### config.mk
export PLATFORM = sky130hd
export DESIGN_NAME = lsr_window_feeder
export DESIGN_NICKNAME = d
export VERILOG_FILES = /design/src/rtl/lsr_window_feeder.sv
export SDC_FILE = /design/constraint.sdc
export NUM_CORES = 1
export LEC_CHECK = 0
export BUFFER_PORTS_ARGS = -buffer_cell sky130_fd_sc_hd__buf_2
export CAP_MARGIN = 15
export CORE_MARGIN = 1.5
export CORE_UTILIZATION = 35
export CTS_CLUSTER_DIAMETER = 80
export DETAILED_ROUTE_END_ITERATION = 8
export GPL_ROUTABILITY_DRIVEN = 0
export GPL_TIMING_DRIVEN = 1
export MAX_ROUTING_LAYER = met4
export PLACE_DENSITY_LB_ADDON = 0.25
export SLEW_MARGIN = 10
export SYNTH_ARGS = -nofsm -noshare
export SYNTH_HDL_FRONTEND = slang
export SYNTH_SLANG_ARGS = --single-unit
### constraint.sdc
create_clock -name clk -period 5.1 [get_ports clk]
set_clock_uncertainty 0.1 [all_clocks]
set_input_delay 1.53 -clock clk [delete_from_list [all_inputs] [get_ports clk]]
set_output_delay 1.53 -clock clk [all_outputs]
set_load 0.1 [all_outputs]
### src/rtl/lsr_window_feeder.sv
// Streaming front end for the LSR2 line fitter. It keeps the newest DATA_SIZE
// samples in a shift window, pulses start when a window is ready, and freezes
// the window (back-pressuring the source) until the fitter reports fit_done.
module lsr_window_feeder #(
   parameter  int DATA_SIZE = 7,
   parameter  int DATA_W    = 16,
   parameter  int CNT_W     = 16,
   localparam int FL_W      = $clog2(DATA_SIZE + 1)
) (
   input  logic              clk,
   input  logic              rst_n,
   input  logic              flush,
   input  logic              sample_valid,
   input  logic [DATA_W-1:0] sample_in,
   output logic              sample_ready,
   input  logic [CNT_W-1:0]  shift,
   input  logic              fit_done,
   output logic [DATA_W-1:0] window [DATA_SIZE],
   output logic              start,
   output logic [FL_W-1:0]   fill_level,
   output logic              overrun,
   output logic [CNT_W-1:0]  win_count
);

   typedef enum logic [1:0] {S_FILL, S_WAIT_FIT, S_STREAM} state_t;

   state_t             r_state, w_state_nxt;
   logic [DATA_W-1:0]  r_win [DATA_SIZE];
   logic [FL_W-1:0]    r_fill;
   logic [CNT_W-1:0]   r_hop;
   logic [CNT_W-1:0]   r_eff_shift;
   logic               r_start;
   logic               r_overrun;
   logic [CNT_W-1:0]   r_win_count;
   logic               w_ready;
   logic               w_acc;
   logic               w_emit;

   // The window is frozen only while the fitter owns it.
   assign w_ready      = (r_state != S_WAIT_FIT);
   // Flush wins over acceptance: a sample offered in the flush cycle is dropped.
   assign w_acc        = sample_valid & w_ready & ~flush;
   // Held low while in reset so the source sees no readiness until release.
   assign sample_ready = rst_n & w_ready;

   assign window       = r_win;
   assign start        = r_start;
   assign fill_level   = r_fill;
   assign overrun      = r_overrun;
   assign win_count    = r_win_count;

   // Next-state decode; w_emit marks the accept that completes a window.
   always_comb begin
      w_state_nxt = r_state;
      w_emit      = 1'b0;
      case (r_state)
         S_FILL: begin
            if (w_acc && r_fill == FL_W'(DATA_SIZE - 1)) begin
               w_emit      = 1'b1;
               w_state_nxt = S_WAIT_FIT;
            end
         end
         S_WAIT_FIT: begin
            if (fit_done) w_state_nxt = S_STREAM;
         end
         S_STREAM: begin
            if (w_acc && (r_hop + CNT_W'(1)) == r_eff_shift) begin
               w_emit      = 1'b1;
               w_state_nxt = S_WAIT_FIT;
            end
         end
         default: w_state_nxt = S_FILL;
      endcase
   end

   // Control state: FSM, fill/hop counters, start pulse, sticky overrun.
   always_ff @(posedge clk or negedge rst_n) begin
      if (!rst_n) begin
         r_state     <= S_FILL;
         r_fill      <= '0;
         r_hop       <= '0;
         r_eff_shift <= CNT_W'(1);
         r_start     <= 1'b0;
         r_overrun   <= 1'b0;
         r_win_count <= '0;
      end else if (flush) begin
         // win_count survives a flush; the abandoned window gets no start.
         r_state     <= S_FILL;
         r_fill      <= '0;
         r_hop       <= '0;
         r_start     <= 1'b0;
         r_overrun   <= 1'b0;
      end else begin
         r_state <= w_state_nxt;
         r_start <= w_emit;
         if (w_emit) r_win_count <= r_win_count + CNT_W'(1);
         if (sample_valid && !w_ready) r_overrun <= 1'b1;
         if (w_acc && r_fill != FL_W'(DATA_SIZE)) r_fill <= r_fill + FL_W'(1);
         if (r_state == S_WAIT_FIT && fit_done) begin
            // Hop size is sampled only here, so mid-stream changes wait a window.
            r_hop       <= '0;
            r_eff_shift <= (shift == '0) ? CNT_W'(1) : shift;
         end else if (r_state == S_STREAM && w_acc) begin
            r_hop <= r_hop + CNT_W'(1);
         end
      end
   end

   // Sample window: oldest at [0], newest enters at [DATA_SIZE-1].
   always_ff @(posedge clk or negedge rst_n) begin
      if (!rst_n) begin
         for (int k = 0; k < DATA_SIZE; k++) r_win[k] <= '0;
      end else if (flush) begin
         for (int k = 0; k < DATA_SIZE; k++) r_win[k] <= '0;
      end else if (w_acc) begin
         for (int k = 0; k < DATA_SIZE - 1; k++) r_win[k] <= r_win[k+1];
         r_win[DATA_SIZE-1] <= sample_in;
      end
   end

endmodule

-- After elaboration in Yosys (flattened, before gate mapping)
Cells that the tools add are included.
- add/sub/neg operators: 3
- equal/unequal tests: 9
- multiplexer cells: 19
- bitwise gates (word level): 4
- reduce and logical (&&, ||, !) cells: 16
- operator list (kind ; number):
    $mux W112 ; 2
    $mux W16 ; 4
    $add A16 B1 Y16 const B ; 2
    $eq A16 B16 Y1 ; 1
    $logic_not A16 Y1 ; 1
    $ne A3 B3 Y1 const B ; 4
    $mux W2 ; 4
    $logic_and A1 B1 Y1 ; 6
    $mux W3 ; 2
    $pmux W2 S3 ; 1
    $reduce_bool A2 Y1 ; 3
    $mux W1 ; 5
    $reduce_and A2 Y1 ; 2
    $add A3 B1 Y3 const B ; 1
    $and A1 B1 Y1 ; 3
    $eq A3 B3 Y1 const B ; 1
    $reduce_and A3 Y1 ; 1
    $reduce_bool A3 Y1 ; 1
    $eq A2 B1 Y1 const B ; 1
    $eq A2 B2 Y1 const B ; 1
    $logic_not A2 Y1 ; 1
    $ne A2 B1 Y1 const B ; 1
    $pmux W1 S2 ; 1
    $logic_not A1 Y1 ; 1
    $not A1 Y1 ; 1
- register bits after elaboration: 167
- bits of input ports: 37
- output and inout port bits: 134
- word-level logic and storage cells: 65

-- Depth between registers and ports, before layout
Gate-level depths: netlist of the first run.
- word-level depth: 7
- gate-level depth with buffers: 11

-- Least setup slack after synthesis of the first run
OpenSTA, ideal clock, no wires.
- path kind: input -> output
- start point: input rst_n
- end point: output sample_ready
- data arrival time: 2.264 ns
- data required time: 3.470 ns
- slack: 1.206 ns
- stages: 1
- buffers on the path: 0
- cell sequence: and2_1
- longest elaborated chain between the ends: 1
- ends and longest elaborated chain (item ; RTL line ; text):
    start: declaration ; 11 ; input logic rst_n,
    $and A1 B1 Y1 ; 44 ; assign sample_ready = rst_n & w_ready;
    end: declaration ; 15 ; output logic sample_ready,
Every way passes these cells.

-- Final worst setup path of the first run
Same ends and word-level chain as after synthesis.

==> impl_metrics.toml, run 1 <==
[timing]
worst_pin_slew_ns = 0.9457
relSlewSlack = 0.3696
layout_worst_path_cycle_share = 0.7390
setup_violations = 0
slew_viol_final = 0
rsz0062_at_grt = "no"
fin_tns_setup_ns = 0
finalCriticalPeriod_ns = 3.769
max_freq_ghz = 0.2653
hold_viol = 0

[power_and_ir_drop]
power.total_mw = 3.068
p_leak_nw = 4.505
vdd.ir_drop.worst_v = 0.0001852
power_density_mw_per_mm2 = 351.8

[setup_path]
critPathKind = "input pin to primary output"
cp_slowest_stage_delay_ns = 0.42
critical_path.endpoint_type = "primary output"
crit_fanout = 2
path_cells = "buf_6 > and2_1 > buf_2"
critPathArrivalTime_ns = 2.14
slowest_stage = "buf_2"
required_ns = 3.47
start_kind = "input pin"

[floorplanning]
num_io_pins = 171
core_area_mm2 = 0.01946
start_util = 0.3573
dieArea_mm2 = 0.02072
num_rows = 51
die_y_um = 144.0
dieWidth_um = 144.0

[yosys]
ys_warn_count = 0
yosysUniqueCellTypes = 54
syn_nets = 600
ys_seq_area_frac = 0.6011
synth-edff-count = 0
ys_ff_latch = 167
synth_flop_cell = "dfrtp_1"
synthSimpleGateAreaFrac = 0.1013
synthMuxAreaShare = 0.02573
netlist_area_mm2 = 0.006954
synth_fa_ha_area_frac = 0.01044
synth_compound_area_frac = 0.1875
avgSynthCellArea_um2 = 12.46
synth_top_family_by_area = "compound AO/OA/AOI/OAI gates"
postSynthCellCount = 558
synth_xor_area_frac = 0.04660
synth-async-reset-ratio = 1.000

[grt]
grt_overflow_total = 0
grt_pass1_wl_mm = 27.01
grt_max_degree = 168
grt_pass1_vias = 4875
grtUsageTotal = 0.1727
antenna_found_initial = 0

[run_status]
status = "completed"

[clock_network]
cts_hold_buf = 0
clk_latency_ns = 0.42
clk_pin_slew_ns = 0.07
cts.repair.resized = 0
cts_buffers = 17
clk_path_buf_depth = 2
cts_sinks = 167
cts_tree = "yes"
postCtsSetupBuffers = 0
root_buffer = "clkbuf_16"
htreeDepth = 4

[drt]
dr_wl_met2_mm = 8.514
dr.max_layer_used = "met4"
met1Wirelength_mm = 7.905
vias = 5238
drc = 0
ant_nets = 0
drt_iter0_drc = 388
wl_met3_um = 714
wire_per_inst_um = 17.57
vias_per_cell = 5.291
finalWirelength_mm = 17.39
dr.pass1.iters = 4

[placement]
dp_hpwl_mm = 11.62
port_buffers = 170
placed_cells = 959

[finish]
fillerInstances = 1808
instances_no_fill = 990
multi_input_area_mm2 = 0.002605
drive_above_1_share = 0.3269
register_area_mm2 = 0.004180
syn_to_final_growth_pct = 25.39
diodes = 0
nets = 755

[flow_run]
max_cap_violations = 0

[min_path]
hp-class = "flop to flop"
synth_stat cells (7+ instances only):
master    count  share of area
a21oi_1       8         0.0058
nor2_1       24          0.013
nor3_1        9         0.0065
xnor2_1      20          0.025
nand4_1       8         0.0072
nand2_1      22          0.012
nand3_1      14          0.010
o21ai_0      27          0.019
dfrtp_1     166           0.60
clkbuf_1     31          0.017
xor2_1       17          0.021
a22o_1      113           0.14
nor4_1        9         0.0081
mux2_2       14          0.023
o31ai_1       7         0.0076
worst max-delay path, delay by kind of cell:
family	cells	cell delay (ns)
buffers and inverters	2	0.50
AND/OR/NAND/NOR	1	0.11
cell families after synthesis:
logic type                 after synthesis
AOI/OAI and AO/OA                      165
xor gates and xnor gates                37
adders and majority gates                6
buffers and inverters                   45
DFF                                    167
muxes                                   16
and+or+nand+nor                        122
registers in the layout, summed over array words and instances, names as in the netlist:
signal       count
overrun          1
r_state          2
r_hop           16
fill_level       3
start            1
win_count       16
r_eff_shift     16
window         112
layout by cell type, fill, tap and decap left out, drive strengths merged, types with 3 or more instances in the layout:
| cell type | netlist | routed |
|---|---|---|
| a21oi | 9 | 9 |
| a22o | 113 | 113 |
| and3 | 6 | 6 |
| and4 | 4 | 4 |
| buf | 8 | 175 |
| bufinv | 0 | 5 |
| clkbuf | 31 | 17 |
| clkinv | 0 | 3 |
| dfrtp | 166 | 166 |
| ha | 5 | 5 |
| inv | 6 | 12 |
| mux2 | 15 | 15 |
| nand2 | 23 | 23 |
| nand2b | 4 | 4 |
| nand3 | 16 | 16 |
| nand4 | 8 | 8 |
| nor2 | 24 | 24 |
| nor2b | 4 | 4 |
| nor3 | 11 | 11 |
| nor4 | 11 | 11 |
| o21ai | 28 | 28 |
| o31ai | 7 | 7 |
| xnor2 | 20 | 20 |
| xor2 | 17 | 17 |
power breakdown:
group	internal, mW	leakage, nW	switching, mW
registers	1.34	2.30	0.0188
logic	0.0492	1.89	0.212
clock network	0.882	0.324	0.561
total	2.28	4.51	0.792
worst paths after layout:
| check | end | startpoint | cells past startpoint | slack, ns |
|---|---|---|---|---|
| worst max-delay path | sample_ready | rst_n | 3 | 1.33 |
| worst min-delay path | win_count[15] | win_count[15] | 1 | 0.37 |
| worst max register to register | win_count[1] | r_hop[0] | 8 | 1.88 |
| worst min register to register | win_count[15] | win_count[15] | 1 | 0.37 |
| max in group asynchronous | window[84] | rst_n | 2 | 3.04 |
| min in group asynchronous | win_count[9] | rst_n | 2 | 1.10 |
area by class of cell:
type,instances,share of cell area
clock inverter,14,0.02698
tap,265,0.03803
sequential,167,0.4794
multi-input combinational,346,0.2988
inverter,6,0.002583
timing repair buffer,175,0.1055
clock buffer,17,0.04879
layer usage:
| layer | up-vias | global-route usage |
|---|---|---|
| li1 | 2402 | - |
| met1 | 2692 | 0.2349 |
| met2 | 126 | 0.2566 |
| met3 | 18 | 0.03332 |
| met4 | 0 | 0.06176 |
| met5 | - | - |
per-stage QoR:
stage / area (um2) / worst slack [ns] / util / hold WS, ns
after floorplan: 6954 / 1.206 / - / 0.3701
after global placement: 8056 / 1.332 / 0.4140 / 0.3685
after detailed placement: 8056 / 1.323 / 0.4140 / 0.3584
after CTS: 8717 / 1.323 / 0.4479 / 0.3714
after global routing: 8720 / 1.298 / 0.4480 / 0.4037
final: 8720 / 1.331 / 0.4480 / 0.3680
No activity file was read; power rests on OpenSTA's default activity.
==> run 2: changes to the inputs <==
==> constraint.sdc (replaced) <==
create_clock -name clk -period 3.6 [get_ports clk]
set_clock_uncertainty 0.1 [all_clocks]
set_input_delay 1.08 -clock clk [delete_from_list [all_inputs] [get_ports clk]]
set_output_delay 1.08 -clock clk [all_outputs]
set_load 0.1 [all_outputs]
==> run 2 against run 1 <==
Combinational power grew 42%. Via count grew 0.15%. Global-route usage grew 0.61 points. Wire length grew 0.40%. Cell count grew 0.20%. Critical path type is now flop to flop. Highest routed layer unchanged.
==> impl_metrics.toml, run 2 (same netlist as run 1, synthesis figures left out) <==
[run_status]
status = "completed"

[clock_network]
cts_sinks = 167
cts_hold_buf = 0
htreeDepth = 4
cts_buffers = 17
cts.repair.resized = 0
cts_tree = "yes"
clk_pin_slew_ns = 0.07
clk_latency_ns = 0.42
clk_path_buf_depth = 2
postCtsSetupBuffers = 0
root_buffer = "clkbuf_16"

[setup_path]
required_ns = 3.81
r2r_cells = 8
crit_fanout = 18
reg2reg_from = "r_hop[0]"
critPathKind = "flop to flop"
critical_path.endpoint_type = "flop"
critPathLaunch = "r_hop[0]"
reg2reg_slack_ns = 0.32
critPathArrivalTime_ns = 3.49
timing.rr.end = "win_count[1]"
start_kind = "flop"

[drt]
ant_nets = 0
vias_per_cell = 5.288
drc = 0
wire_per_inst_um = 17.60
drt_iter0_drc = 369
vias = 5246
finalWirelength_mm = 17.46
dr.pass1.iters = 4

[timing]
rsz0062_at_grt = "no"
layout_worst_path_cycle_share = 0.9122
finalCriticalPeriod_ns = 3.284
worst_pin_slew_ns = 0.9620
setup_violations = 0
slew_viol_final = 0
hold_viol = 0
relSlewSlack = 0.3587
max_freq_ghz = 0.3045
fin_tns_setup_ns = 0

[power_and_ir_drop]
p_sw_frac = 0.2818
clockPowerShare = 0.442
vdd.ir_drop.worst_v = 0.0002780
power.total_mw = 4.122
p_seq_frac = 0.468
power_switching_mw = 1.162
power_density_mw_per_mm2 = 476.3
p_leak_nw = 4.466
cell_internal_pwr_mw = 2.960
comb_power_share = 0.090

[placement]
placed_cells = 960
dpl-instance-area_mm2 = 0.008064
port_buffers = 170
dp_hpwl_mm = 11.74

[grt]
grt_pass1_wl_mm = 27.77
grt_max_degree = 168
antenna_found_initial = 0
grt_overflow_total = 0
grtUsageTotal = 0.1788
grt_pass1_vias = 5010

[finish]
largest_reg_flops = 112
diodes = 0
nets = 756
final_common_cell = "buf_2"
syn_to_final_growth_pct = 24.43
finish.instance_area_mm2 = 0.008653
drive_above_1_share = 0.3274
instances_no_fill = 992
final_cell_mix = "buf_2, dfrtp_1, a22o_1, o21ai_0, nor2_1"

[min_path]
hp-class = "flop to flop"
min_to = "win_count[15]"
min-delay-start = "win_count[15]"
min_path_cells = 1

[floorplanning]
start_util = 0.3573
die_y_um = 144.0
num_rows = 51
core_area_mm2 = 0.01946
dieWidth_um = 144.0
num_io_pins = 171
dieArea_mm2 = 0.02072

[flow_run]
max_cap_violations = 0
==> run 2: cell count changes in the layout (fill, tap and decap cells not counted), sizes merged <==
cell,before,now
buf,175,176
bufinv,5,1
clkinv,3,2
clkinvlp,0,4
inv,12,14
==> run 2: worst max-delay path by stage <==
stage | slack, ns | cells after the start | end
after floorplan | 0.61 | 1 | sample_ready
after global placement | 0.40 | 9 | win_count[15]
after detailed placement | 0.29 | 9 | win_count[15]
after CTS | 0.33 | 8 | win_count[1]
after global routing | 0.09 | 9 | win_count[14]
final | 0.32 | 8 | win_count[1]
==> run 2: power groups by stage <==
| stage | Sequential [mW] | Combinational [mW] | Clock (mW) |
|---|---|---|---|
| 6_report | 1.93 | 0.370 | 1.82 |
| 2_1_floorplan | 2.13 | 0.0854 | 0 |
| 4_1_cts | 1.93 | 0.374 | 1.87 |
| 3_3_place_gp | 1.96 | 0.369 | 0 |
| 5_1_grt | 1.93 | 0.395 | 1.95 |
| 3_5_place_dp | 1.97 | 0.374 | 0 |
==> run 2: final cells by class <==
class | count | area [um2]
timing repair buffer | 176 | 927.1
clock buffer | 17 | 425.4
clock inverter | 15 | 163.9
tap | 265 | 331.6
sequential | 167 | 4180
inverter | 6 | 22.52
multi-input combinational | 346 | 2603
fill | 1817 | 10810
==> run 2: critical path: stages (launching register included) <==
cell,delay (ns)
dfrtp_1,0.46
ha_1,0.32
nand3_1,0.33
or4_1,0.51
a32oi_1,0.20
o21ai_1,0.16
and4_1,0.21
a21oi_4,0.48
mux2_1,0.38
==> run 2: per-layer routing <==
metal | track usage | vias up | routed length [um]
met5 | - | - | 0
met4 | 0.05102 | 0 | 166
met3 | 0.04132 | 10 | 720
met2 | 0.2707 | 137 | 8575
met1 | 0.2398 | 2684 | 8001
li1 | - | 2415 | -
==> run 2: through the flow <==
| stage | hold slack, ns | utilization | setup WS [ns] |
|---|---|---|---|
| after floorplan | 0.3701 | - | 0.6059 |
| after global placement | 0.3605 | 0.4143 | 0.3977 |
| after detailed placement | 0.3660 | 0.4143 | 0.2902 |
| after CTS | 0.3758 | 0.4446 | 0.3347 |
| after global routing | 0.3966 | 0.4446 | 0.09454 |
| final | 0.3720 | 0.4446 | 0.3159 |
